<file path="config.mk">
export PLATFORM = sky130hd
export DESIGN_NAME = multicycle_ctrl
export DESIGN_NICKNAME = d
export VERILOG_FILES = /design/src/rtl/multicycle_ctrl.sv
export SDC_FILE = /design/constraint.sdc
export NUM_CORES = 1
export LEC_CHECK = 0
export ABC_AREA = 1
export CAP_MARGIN = 15
export CORE_MARGIN = 2
export CORE_UTILIZATION = 40
export CTS_CLUSTER_SIZE = 8
export DETAILED_ROUTE_END_ITERATION = 6
export PLACE_DENSITY_LB_ADDON = 0.08
export RECOVER_POWER = 25
export SLEW_MARGIN = 20
export SYNTH_ARGS = -nofsm -noshare
export SYNTH_HDL_FRONTEND = slang
export SYNTH_SLANG_ARGS = --single-unit
</file>
<file path="constraint.sdc">
create_clock -name clk -period 1.5 [get_ports clk]
set_input_delay 0.375 -clock clk [delete_from_list [all_inputs] [get_ports clk]]
set_output_delay 0.375 -clock clk [all_outputs]
set_load 0.01 [all_outputs]
</file>
<file path="src/rtl/multicycle_ctrl.sv">
// Multi-cycle control unit for the yIF/yID/yEX/yDM/yWB datapath.
// Sequences FETCH->DECODE->EXEC->MEM->WB per instruction; halts on illegal opcodes.
module multicycle_ctrl #(
  parameter int CNT_W = 16
) (
  input  logic             clk,
  input  logic             rst_n,
  input  logic             run,
  input  logic [31:0]      ins,
  input  logic             zero,
  output logic             ir_write,
  output logic             pc_write,
  output logic [1:0]       pc_sel,
  output logic             RegWrite,
  output logic             ALUSrc,
  output logic             MemRead,
  output logic             MemWrite,
  output logic             Mem2Reg,
  output logic [2:0]       op,
  output logic [2:0]       state,
  output logic             halted,
  output logic [CNT_W-1:0] retired
);

  typedef enum logic [2:0] {
    FETCH  = 3'd0,
    DECODE = 3'd1,
    EXEC   = 3'd2,
    MEM    = 3'd3,
    WB     = 3'd4,
    HALT   = 3'd5
  } state_t;

  localparam logic [2:0] OP_ADD = 3'b010;
  localparam logic [2:0] OP_SUB = 3'b110;
  localparam logic [2:0] OP_AND = 3'b000;
  localparam logic [2:0] OP_OR  = 3'b001;

  state_t     st, nx;
  logic [6:0] opc;
  logic [2:0] f3;
  logic       f7b5;

  logic is_r, is_i, is_lw, is_sw, is_beq, is_jal;
  logic r_ok, legal, exec_src;
  logic [2:0] rop, exec_op;

  // Only opcode/funct3/f7b5 steer control; the rest of ins is datapath-only.
  logic unused_ins;
  assign unused_ins = ^{ins[31], ins[29:15], ins[11:7]};

  assign is_r   = (opc == 7'h33);
  assign is_i   = (opc == 7'h13);
  assign is_lw  = (opc == 7'h03);
  assign is_sw  = (opc == 7'h23);
  assign is_beq = (opc == 7'h63);
  assign is_jal = (opc == 7'h6F);

  assign r_ok  = (f3 == 3'd0) || (f3 == 3'd6) || (f3 == 3'd7);
  assign legal = (is_r && r_ok) || is_i || is_lw || is_sw || is_beq || is_jal;

  always_comb begin
    rop = OP_ADD;
    case (f3)
      3'd7:    rop = OP_AND;
      3'd6:    rop = OP_OR;
      default: rop = f7b5 ? OP_SUB : OP_ADD;
    endcase
  end

  assign exec_op  = is_beq ? OP_SUB : (is_r ? rop : OP_ADD);
  assign exec_src = !(is_r || is_beq);

  assign state = st;

  always_comb begin
    nx       = st;
    ir_write = 1'b0;
    pc_write = 1'b0;
    pc_sel   = 2'b00;
    RegWrite = 1'b0;
    ALUSrc   = 1'b0;
    MemRead  = 1'b0;
    MemWrite = 1'b0;
    Mem2Reg  = 1'b0;
    op       = OP_AND;
    halted   = 1'b0;
    case (st)
      FETCH: begin
        ir_write = run && rst_n;
        nx       = run ? DECODE : FETCH;
      end
      DECODE: nx = legal ? EXEC : HALT;
      EXEC: begin
        ALUSrc = exec_src;
        op     = exec_op;
        unique case (1'b1)
          is_beq: begin
            pc_write = 1'b1;
            pc_sel   = zero ? 2'b01 : 2'b00;
            nx       = FETCH;
          end
          is_jal: begin
            pc_write = 1'b1;
            pc_sel   = 2'b10;
            nx       = FETCH;
          end
          is_lw, is_sw: nx = MEM;
          default:      nx = WB;
        endcase
      end
      MEM: begin
        ALUSrc = 1'b1;
        op     = OP_ADD;
        if (is_lw) begin
          MemRead = 1'b1;
          nx      = WB;
        end else begin
          MemWrite = 1'b1;
          pc_write = 1'b1;
          nx       = FETCH;
        end
      end
      WB: begin
        RegWrite = 1'b1;
        Mem2Reg  = is_lw;
        ALUSrc   = exec_src;
        op       = exec_op;
        pc_write = 1'b1;
        nx       = FETCH;
      end
      HALT: begin
        halted = 1'b1;
        nx     = HALT;
      end
      default: nx = FETCH;
    endcase
  end

  always_ff @(posedge clk or negedge rst_n) begin
    if (!rst_n) begin
      st      <= FETCH;
      opc     <= '0;
      f3      <= '0;
      f7b5    <= 1'b0;
      retired <= '0;
    end else begin
      st <= nx;
      if (st == FETCH && run) begin
        opc  <= ins[6:0];
        f3   <= ins[14:12];
        f7b5 <= ins[30];
      end
      if (pc_write)
        retired <= retired + CNT_W'(1);
    end
  end

endmodule

</file>
Word-level counts from Yosys, hierarchy flattened
Cells that the tools add are included.
{"block": "word_totals", "out_inout_bits": 32, "in_bits": 36, "regBits": 30, "word_cells": 60}
{"block": "classes", "n_reduce_logical": 17, "eq_ne": 13, "n_addsub": 1, "muxes": 24}
{"cell": "one-hot mux 3 bit (2 select lines)", "count": 3}
{"cell": "adder 16 x 1 -> 16 bit (second input constant)", "count": 1}
{"cell": "2-to-1 mux 3 bit", "count": 5}
{"cell": "one-hot mux 3 bit (5 select lines)", "count": 1}
{"cell": "equality test 7 x 6 -> 1 bit (second input constant)", "count": 2}
{"cell": "equality test 7 bit (second input constant)", "count": 2}
{"cell": "equality test 3 bit (second input constant)", "count": 4}
{"cell": "2-to-1 mux 1 bit", "count": 11}
{"cell": "logical OR 1 bit", "count": 8}
{"cell": "equality test 7 x 2 -> 1 bit (second input constant)", "count": 1}
{"cell": "equality test 7 x 5 -> 1 bit (second input constant)", "count": 1}
{"cell": "equality test 3 x 2 -> 1 bit (second input constant)", "count": 2}
{"cell": "logical NOT 3 bit", "count": 2}
{"cell": "OR reduction 2 bit", "count": 3}
{"cell": "one-hot mux 2 bit (2 select lines)", "count": 1}
{"cell": "equality test 3 x 1 -> 1 bit (second input constant)", "count": 1}
{"cell": "logical AND 1 bit", "count": 3}
{"cell": "one-hot mux 1 bit (3 select lines)", "count": 1}
{"cell": "2-to-1 mux 2 bit", "count": 1}
{"cell": "one-hot mux 1 bit (2 select lines)", "count": 1}
{"cell": "logical NOT 1 bit", "count": 1}

Depth between registers and ports, before layout
Gate-level depths: netlist (run 1).
{"block": "logic_depth", "depth_word": 11, "depth_mapped": 10, "mapped_depth_nobuf": 9}

Worst setup path before layout (run 1)
Ideal clock, no wire load.
{"block": "synth_path", "kind": "reg2out", "start": "reg st[0] (netlist: state[0])", "end": "out ir_write", "path_buffers": 0, "arrival_time_ns": 1.269, "required_ns": 1.125, "path_slack_ns": -0.144, "stages_incl_launch_ff": 6, "path_cell_list": "dfrtp_1 > nor2_1 > nand2_1 > nor2_1 > inv_1 > nor2_1"}
{"block": "synth_via", "elab_chain_len": 2}
{"element": "start, declared", "line_no": "39", "rtl": "state_t st, nx;"}
{"element": "start signal, assigned", "line_no": "148", "rtl": "st <= nx;"}
{"element": "logical NOT 3 bit", "line_no": "88", "rtl": "case (st)"}
{"element": "2-to-1 mux 1 bit", "line_no": "88"}
{"element": "end, declared", "line_no": "11", "rtl": "output logic ir_write,"}
No other way between the ends.

Worst setup path in the final report (run 1)
{"block": "layout_path", "start": "reg opc[5]", "end": "out pc_write"}
{"block": "layout_via", "elab_chain_len": 4, "word_cells_on_any_way": 7, "classes_between": "eq/ne: 3; mux: 3; reduce/logical: 1"}
{"element": "start, declared", "line_no": "40", "rtl": "logic [6:0] opc;"}
{"element": "start signal, assigned", "line_no": "150", "rtl": "opc <= ins[6:0];"}
{"element": "equality test 7 bit (on tied branches)", "line_no": "56, 57"}
{"element": "OR reduction 2 bit (no line)"}
{"element": "2-to-1 mux 1 bit", "line_no": "97", "rtl": "unique case (1'b1)"}
{"element": "one-hot mux 1 bit (3 select lines) (*)", "line_no": "88"}
{"element": "end, declared", "line_no": "12", "rtl": "output logic pc_write,"}
Every way passes the cells marked *; elsewhere a longest branch is shown, timed or not.

==> results of run 1 <==
## tightest hold or removal path: cells and delay by family (launching register included)
family | cells | cell delay (ns)
flops | 1 | 0.36
simple gates | 2 | 0.11
## layout make-up
cell class,count,area (sq um)
Fill cell,364,1270
Multi-Input combinational cell,201,1120
Timing Repair Buffer,109,930
Sequential cell,30,757
Clock buffer,8,110
Inverter,26,105
Tap cell,52,65.1
## stage by stage
step / hold WS, ns / instances / TNS (ns) / power (uW)
finish: 0.505 / 426 / -3.68 / 1650
global route: 0.531 / 426 / -5.36 / 1710
CTS: 0.481 / 419 / -3.25 / 1660
detailed placement: 0.464 / 389 / -4.66 / 881
global placement: 0.463 / 389 / -4.56 / 881
floorplan: 0.0794 / 261 / -0.0907 / 825
## timing repair
action / 4_1_cts / 5_1_grt
resized for setup: 126 / 38
hold buffers: 0 / 0
buffers inserted: 23 / 7
setup endpoints to repair: 32 / 31
pin swaps: 17 / 15
## synthesized netlist by cell type (all sizes together)
library cell / count / area (sq um)
nor4: 1 / 6.26
a21oi: 3 / 26.3
xor2: 4 / 35.0
inv: 26 / 97.6
o21ai: 10 / 50.1
nand3: 30 / 150
xnor2: 3 / 26.3
buf: 4 / 28.8
ha: 1 / 12.5
nand4: 5 / 31.3
nor2: 34 / 146
dfrtp: 30 / 751
nand2: 110 / 440
## worst min path at each step
stage                          start           endpoint  slack, ns  depth (start not counted)
floorplan                      rst_n  f3[0]$_DFFE_PN0P_       0.08                          0
global placement    f7b5$_DFFE_PN0P_   f7b5$_DFFE_PN0P_       0.46                          2
detailed placement  f7b5$_DFFE_PN0P_   f7b5$_DFFE_PN0P_       0.46                          2
CTS                 f7b5$_DFFE_PN0P_   f7b5$_DFFE_PN0P_       0.48                          2
global route        f7b5$_DFFE_PN0P_   f7b5$_DFFE_PN0P_       0.53                          2
finish              f7b5$_DFFE_PN0P_   f7b5$_DFFE_PN0P_       0.51                          2
## state kept, by name, summed over array words and instances (netlist names)
name	flops
state	3
opc	7
f7b5	1
f3	3
retired	16
## layer usage
layer	global-route usage [%]	up-vias	wire, um
met5	0	-	0
met4	6.92	0	87
met3	5.56	13	337
met2	39.9	67	2830
met1	30.3	991	2370
li1	-	1045	-
## power breakdown
part / leakage (uW) / switching [uW] / internal, uW
registers: 0.000377 / 0 / 809
clock network: 0.0000575 / 318 / 463
logic: 0.00127 / 23.2 / 32.0
total: 0.00170 / 342 / 1300
## logic make-up (layout without fill, tap and decap cells)
group	count (synthesis)	after routing	share of synthesized area [%]
fa+ha+maj	1	1	0.694
simple gates	180	180	43.0
compound gates	13	13	4.24
xor+xnor	7	7	3.40
flops	30	30	41.7
buf+inv	30	143	7.01
==> metrics.cfg, run 1 <==
[synth]
synth_cell_types = 21
syn_nets = 298
ys_warn_count = 0
ys_seq_area_share_pct = 41.7
postSynthCellCount = 261
netlist_area_sq_um = 1800
syn_avg_cell_area_sq_um = 6.90
synth_seq_cells = 30

[die]
die_h_um = 71.1
num_rows = 24
die_w_um = 71.1
initial_core_util_pct = 41.4
die_area_sq_um = 5060
core_sq_um = 4350
io_pins = 68

[detailed_routing]
drt_first_iter_violations = 111
num_vias = 2116
antenna_left = 0
wl_mm = 5.63
drc_errors = 0
vias_per_cell = 4.97
drtPass1Iterations = 4
routedWlPerCell_um = 13.2

[placed_design]
routabilityCongestion = 0.809
dp_hpwl_mm = 3.30
port-buffer-count = 46
dpl-instance-area_sq_um = 2560
dpl_worst_slack_ns = -0.614

[worst_setup_path]
cpMostUsedCell = nand2_2
r2r_start = opc[5]$_DFFE_PN0P_
required_ns = 1.12
reg2reg_to = retired[4]$_DFFE_PN0P_
max_stage_delay_ns = 0.41
endpoint_kind = primary output
setup.worst_path.start = opc[5]$_DFFE_PN0P_
crit_path_start_kind = flip-flop
r2r_cells = 9
cp.buffers_inverters = 2
cp_top_family = simple AND/OR/NAND/NOR gates
cp_cell_sequence = nand2_2, nor2_2, buf_4, nand2_4, nand2_2, nand2_2, nand2_4, buf_6
crit_cells = 8
regToRegSetupSlack_ns = 0.01
arrival_ns = 1.48
crit_path_max_fanout = 3
slowest_stage = dfrtp_1
critPathKind = reg2out
crit_end = pc_write

[clocking]
cts_root_buf = clkbuf_8
cts.clk_slew.worst_paths_ns = 0.07
numCtsBuffers = 5
tritoncts = yes
clock_path_buffers = 2
cts_max_level = 2
insertion_delay_ns = 0.28
clock-sinks = 30

[finish]
num_antenna_cells = 0
final_cell_mix = nand2_1, buf_4, nand3_1, dfrtp_1, buf_6
final_core_util_pct = 70.9
final_common_cell = nand2_1
syn2layout_area_growth_pct = 71.3
fin_nets = 410
final_area_sq_um = 3090
drive_above_1_share_pct = 38.5

[min_path]
hp-class = reg2reg

[grt]
grt-ovfl-total = 0
grt_pass1_vias = 2090
grtUsageTotal_pct = 23.6
grt_pass1_wl_mm = 9.49
grt_antenna_before_repair = 0
grt_max_degree = 31

[timing]
rsz0062_at_grt = true
setup_ws_ns = -0.358
fin_skew_ns = 0.00881
period_minus_slack_ns = 1.86
drv_slew = 0
setup-violations-final = 13
min_period_over_period_pct = 124
hold_violations = 0
fmax_ghz = 0.538
tightest_slew_ns = 0.810
max-slew-margin-rel_pct = 46.0

[flow_run]
maxCapViolCount = 0

[run_status]
status = finished with violations
violations = setup timing

[power]
leakagePower_uw = 0.00170
vdd_drop_max_uv = 495
pwr_density_cell_nw_per_um2 = 533

Power figures use the tool's default switching activity.
==> run 2: changes to the inputs <==
- ABC_AREA: 1 -> unset
- CORE_UTILIZATION: 40 -> 38
==> run 2 against run 1 <==
The flow still finishes with violations (setup timing). Sequential power grew 61%. Flip-flop and latch count is the same. Global-route usage rose by 0.12 points. Final cell count down 27%.
==> metrics.cfg, run 2 <==
[synth]
synth_most_common_cell = dfrtp_1
async_reset_ff_share_pct = 100
synth_cell_types = 37
ys_warn_count = 0
syn_avg_cell_area_sq_um = 10.8
yosysTopAreaCell = dfrtp_1
synth_enable_flop_cells = 0
synth_top_cells_by_count = dfrtp_1, xnor2_1, nand2_1
synth_area_leaders = dfrtp_1, xnor2_1, mux2_2
synth_seq_cells = 30
postSynthCellCount = 143
synth-main-ff-cell = dfrtp_1
syn_nets = 180
netlist_area_sq_um = 1540
synth_top_area_share_pct = 48.7
ys_seq_area_share_pct = 48.7

[finish]
drive_above_1_share_pct = 62.5
multi_input_area_sq_um = 1150
syn2layout_area_growth_pct = 103
final_cell_mix = buf_4, buf_6, dfrtp_1
final_cells = 311
final_area_sq_um = 3140
regMostFlops = retired
final_core_util_pct = 79.6
fin_nets = 297
regArea_sq_um = 758
num_antenna_cells = 0
reg_top3 = retired (16), opc (7)
final_common_cell = buf_4
fill_cells = 236
largest_reg_flops = 16

[flow_run]
maxCapViolCount = 0

[die]
die_area_sq_um = 4580
num_rows = 23
io_pins = 68
die_h_um = 67.7
die_w_um = 67.7
core_sq_um = 3940
initial_core_util_pct = 39.1

[power]
pwr_density_cell_nw_per_um2 = 1590
switching_share_pct = 35.6
clkPwrFrac_pct = 15.7
vdd_drop_max_uv = 1110
intPower_uw = 3200
switching_power_uw = 1770
leakagePower_uw = 0.00152
p_seq_share_pct = 26.1
combPwrFrac_pct = 58.2

[worst_setup_path]
regToRegSetupSlack_ns = -0.50
endpoint_kind = primary output
arrival_ns = 1.78
crit_path_start_kind = flip-flop
r2r_cells = 7
r2r_start = opc[2]$_DFFE_PN0P_
critPathKind = reg2out
required_ns = 1.12
reg2reg_to = retired[1]$_DFFE_PN0P_
crit_path_max_fanout = 3

[timing]
drv_slew = 0
setup-violations-final = 41
hold_violations = 0
fin_skew_ns = 0.00353
rsz0062_at_grt = true
tightest_slew_ns = 0.774
fmax_ghz = 0.463
setup_ws_ns = -0.658
period_minus_slack_ns = 2.16
max-slew-margin-rel_pct = 48.4
min_period_over_period_pct = 144

[min_path]
hold_start = retired[15]$_DFFE_PN0P_
hp-class = reg2reg
min_to = retired[15]$_DFFE_PN0P_
holdPathStages = 1

[clocking]
tritoncts = yes
clock-sinks = 30
cts_root_buf = clkbuf_8
cts_max_level = 2
numCtsBuffers = 5
cts.clk_slew.worst_paths_ns = 0.06
insertion_delay_ns = 0.29
cts_hold_buf = 0
clock_path_buffers = 2

[run_status]
violations = setup timing
status = finished with violations

[grt]
grt_max_degree = 31
grtUsageTotal_pct = 23.8
grt_antenna_before_repair = 0
grt_pass1_vias = 1670
grt-ovfl-total = 0
grt_pass1_wl_mm = 7.86

[detailed_routing]
drtPass1Iterations = 4
drt_first_iter_violations = 71
antenna_left = 0
wl_mm = 5.44
drc_errors = 0
routedWlPerCell_um = 17.5
num_vias = 1593
vias_per_cell = 5.12

[placed_design]
routabilityCongestion = 0.790
dpl-instance-area_sq_um = 2340
port-buffer-count = 46
dp_hpwl_mm = 3.10
dpl_worst_slack_ns = -0.667
placedCellCount = 266

-- run 2: power by group through the flow --
stage	combinational, uW	sequential [uW]	clock, uW
floorplan	922	1280	0
global placement	1750	1300	0
detailed placement	1810	1310	0
CTS	2300	1270	784
global route	3080	1340	826
finish	2900	1300	780
-- run 2: critical path, cell delays in order (launching register included) --
cell	delay, ns
dfrtp_1	0.38
and4bb_2	0.34
nand2b_1	0.08
or3_4	0.36
a21oi_2	0.15
nor2_2	0.04
buf_2	0.14
-- run 2: layout make-up --
type                    count  area share, %
well taps                  50           1.99
multi-input cells         107           36.7
inverters                   1          0.120
repair buffers            115           33.5
flip-flops and latches     30           24.2
clock buffers               8           3.51
-- run 2: per-layer routing --
metal / global-route usage (%) / routed length [um] / vias to the layer above
li1: - / - / 747
met1: 24.9 / 2000 / 789
met2: 43.0 / 3080 / 40
met3: 5.83 / 173 / 17
met4: 13.0 / 188 / 0
met5: 0 / 0 / -
-- run 2: what timing repair did --
item                                   4_1_cts  5_1_grt
pin swaps                                   22       28
buffers inserted                            25       18
endpoints found under the hold margin        0        0
resized for setup                          132       60
setup endpoints to repair                   61       44
gates cloned                                 1        1
-- run 2: how the worst max path moves through the flow --
stage | start | end | slack (ns) | depth (start not counted)
floorplan | opc[2]$_DFFE_PN0P_ | op[1] | -0.27 | 5
global placement | run | ir_write | -0.65 | 4
detailed placement | opc[2]$_DFFE_PN0P_ | op[1] | -0.67 | 6
CTS | opc[3]$_DFFE_PN0P_ | op[1] | -0.68 | 6
global route | opc[2]$_DFFE_PN0P_ | op[1] | -0.72 | 6
finish | opc[2]$_DFFE_PN0P_ | op[1] | -0.66 | 6
-- run 2: cells by family (layout without fill, tap and decap cells) --
| group | after synthesis | count (layout) | share of synthesized area, % |
|---|---|---|---|
| AOI/OAI and AO/OA | 13 | 13 | 6.01 |
| xor gates and xnor gates | 17 | 17 | 9.66 |
| adders and majority gates | 1 | 1 | 0.812 |
| buffers and inverters | 6 | 124 | 2.27 |
| DFF | 30 | 30 | 48.7 |
| muxes | 11 | 11 | 8.28 |
| and+or+nand+nor | 65 | 65 | 24.3 |
-- run 2: metrics by stage --
step                      power, uW  TNS [ns]  hold WS [ns]
after floorplan                2210     -2.45        0.0794
after global placement         3050    -13.42         0.467
after detailed placement       3120    -14.33         0.469
after CTS                      4350    -11.35         0.472
after global routing           5240    -15.61         0.529
final                          4970    -13.05         0.512
==> run 3: changes to the inputs <==
- ABC_AREA: unset -> 0
==> results of run 3 <==
No change in the layout: final DEF, timing and power equal those of run 2.
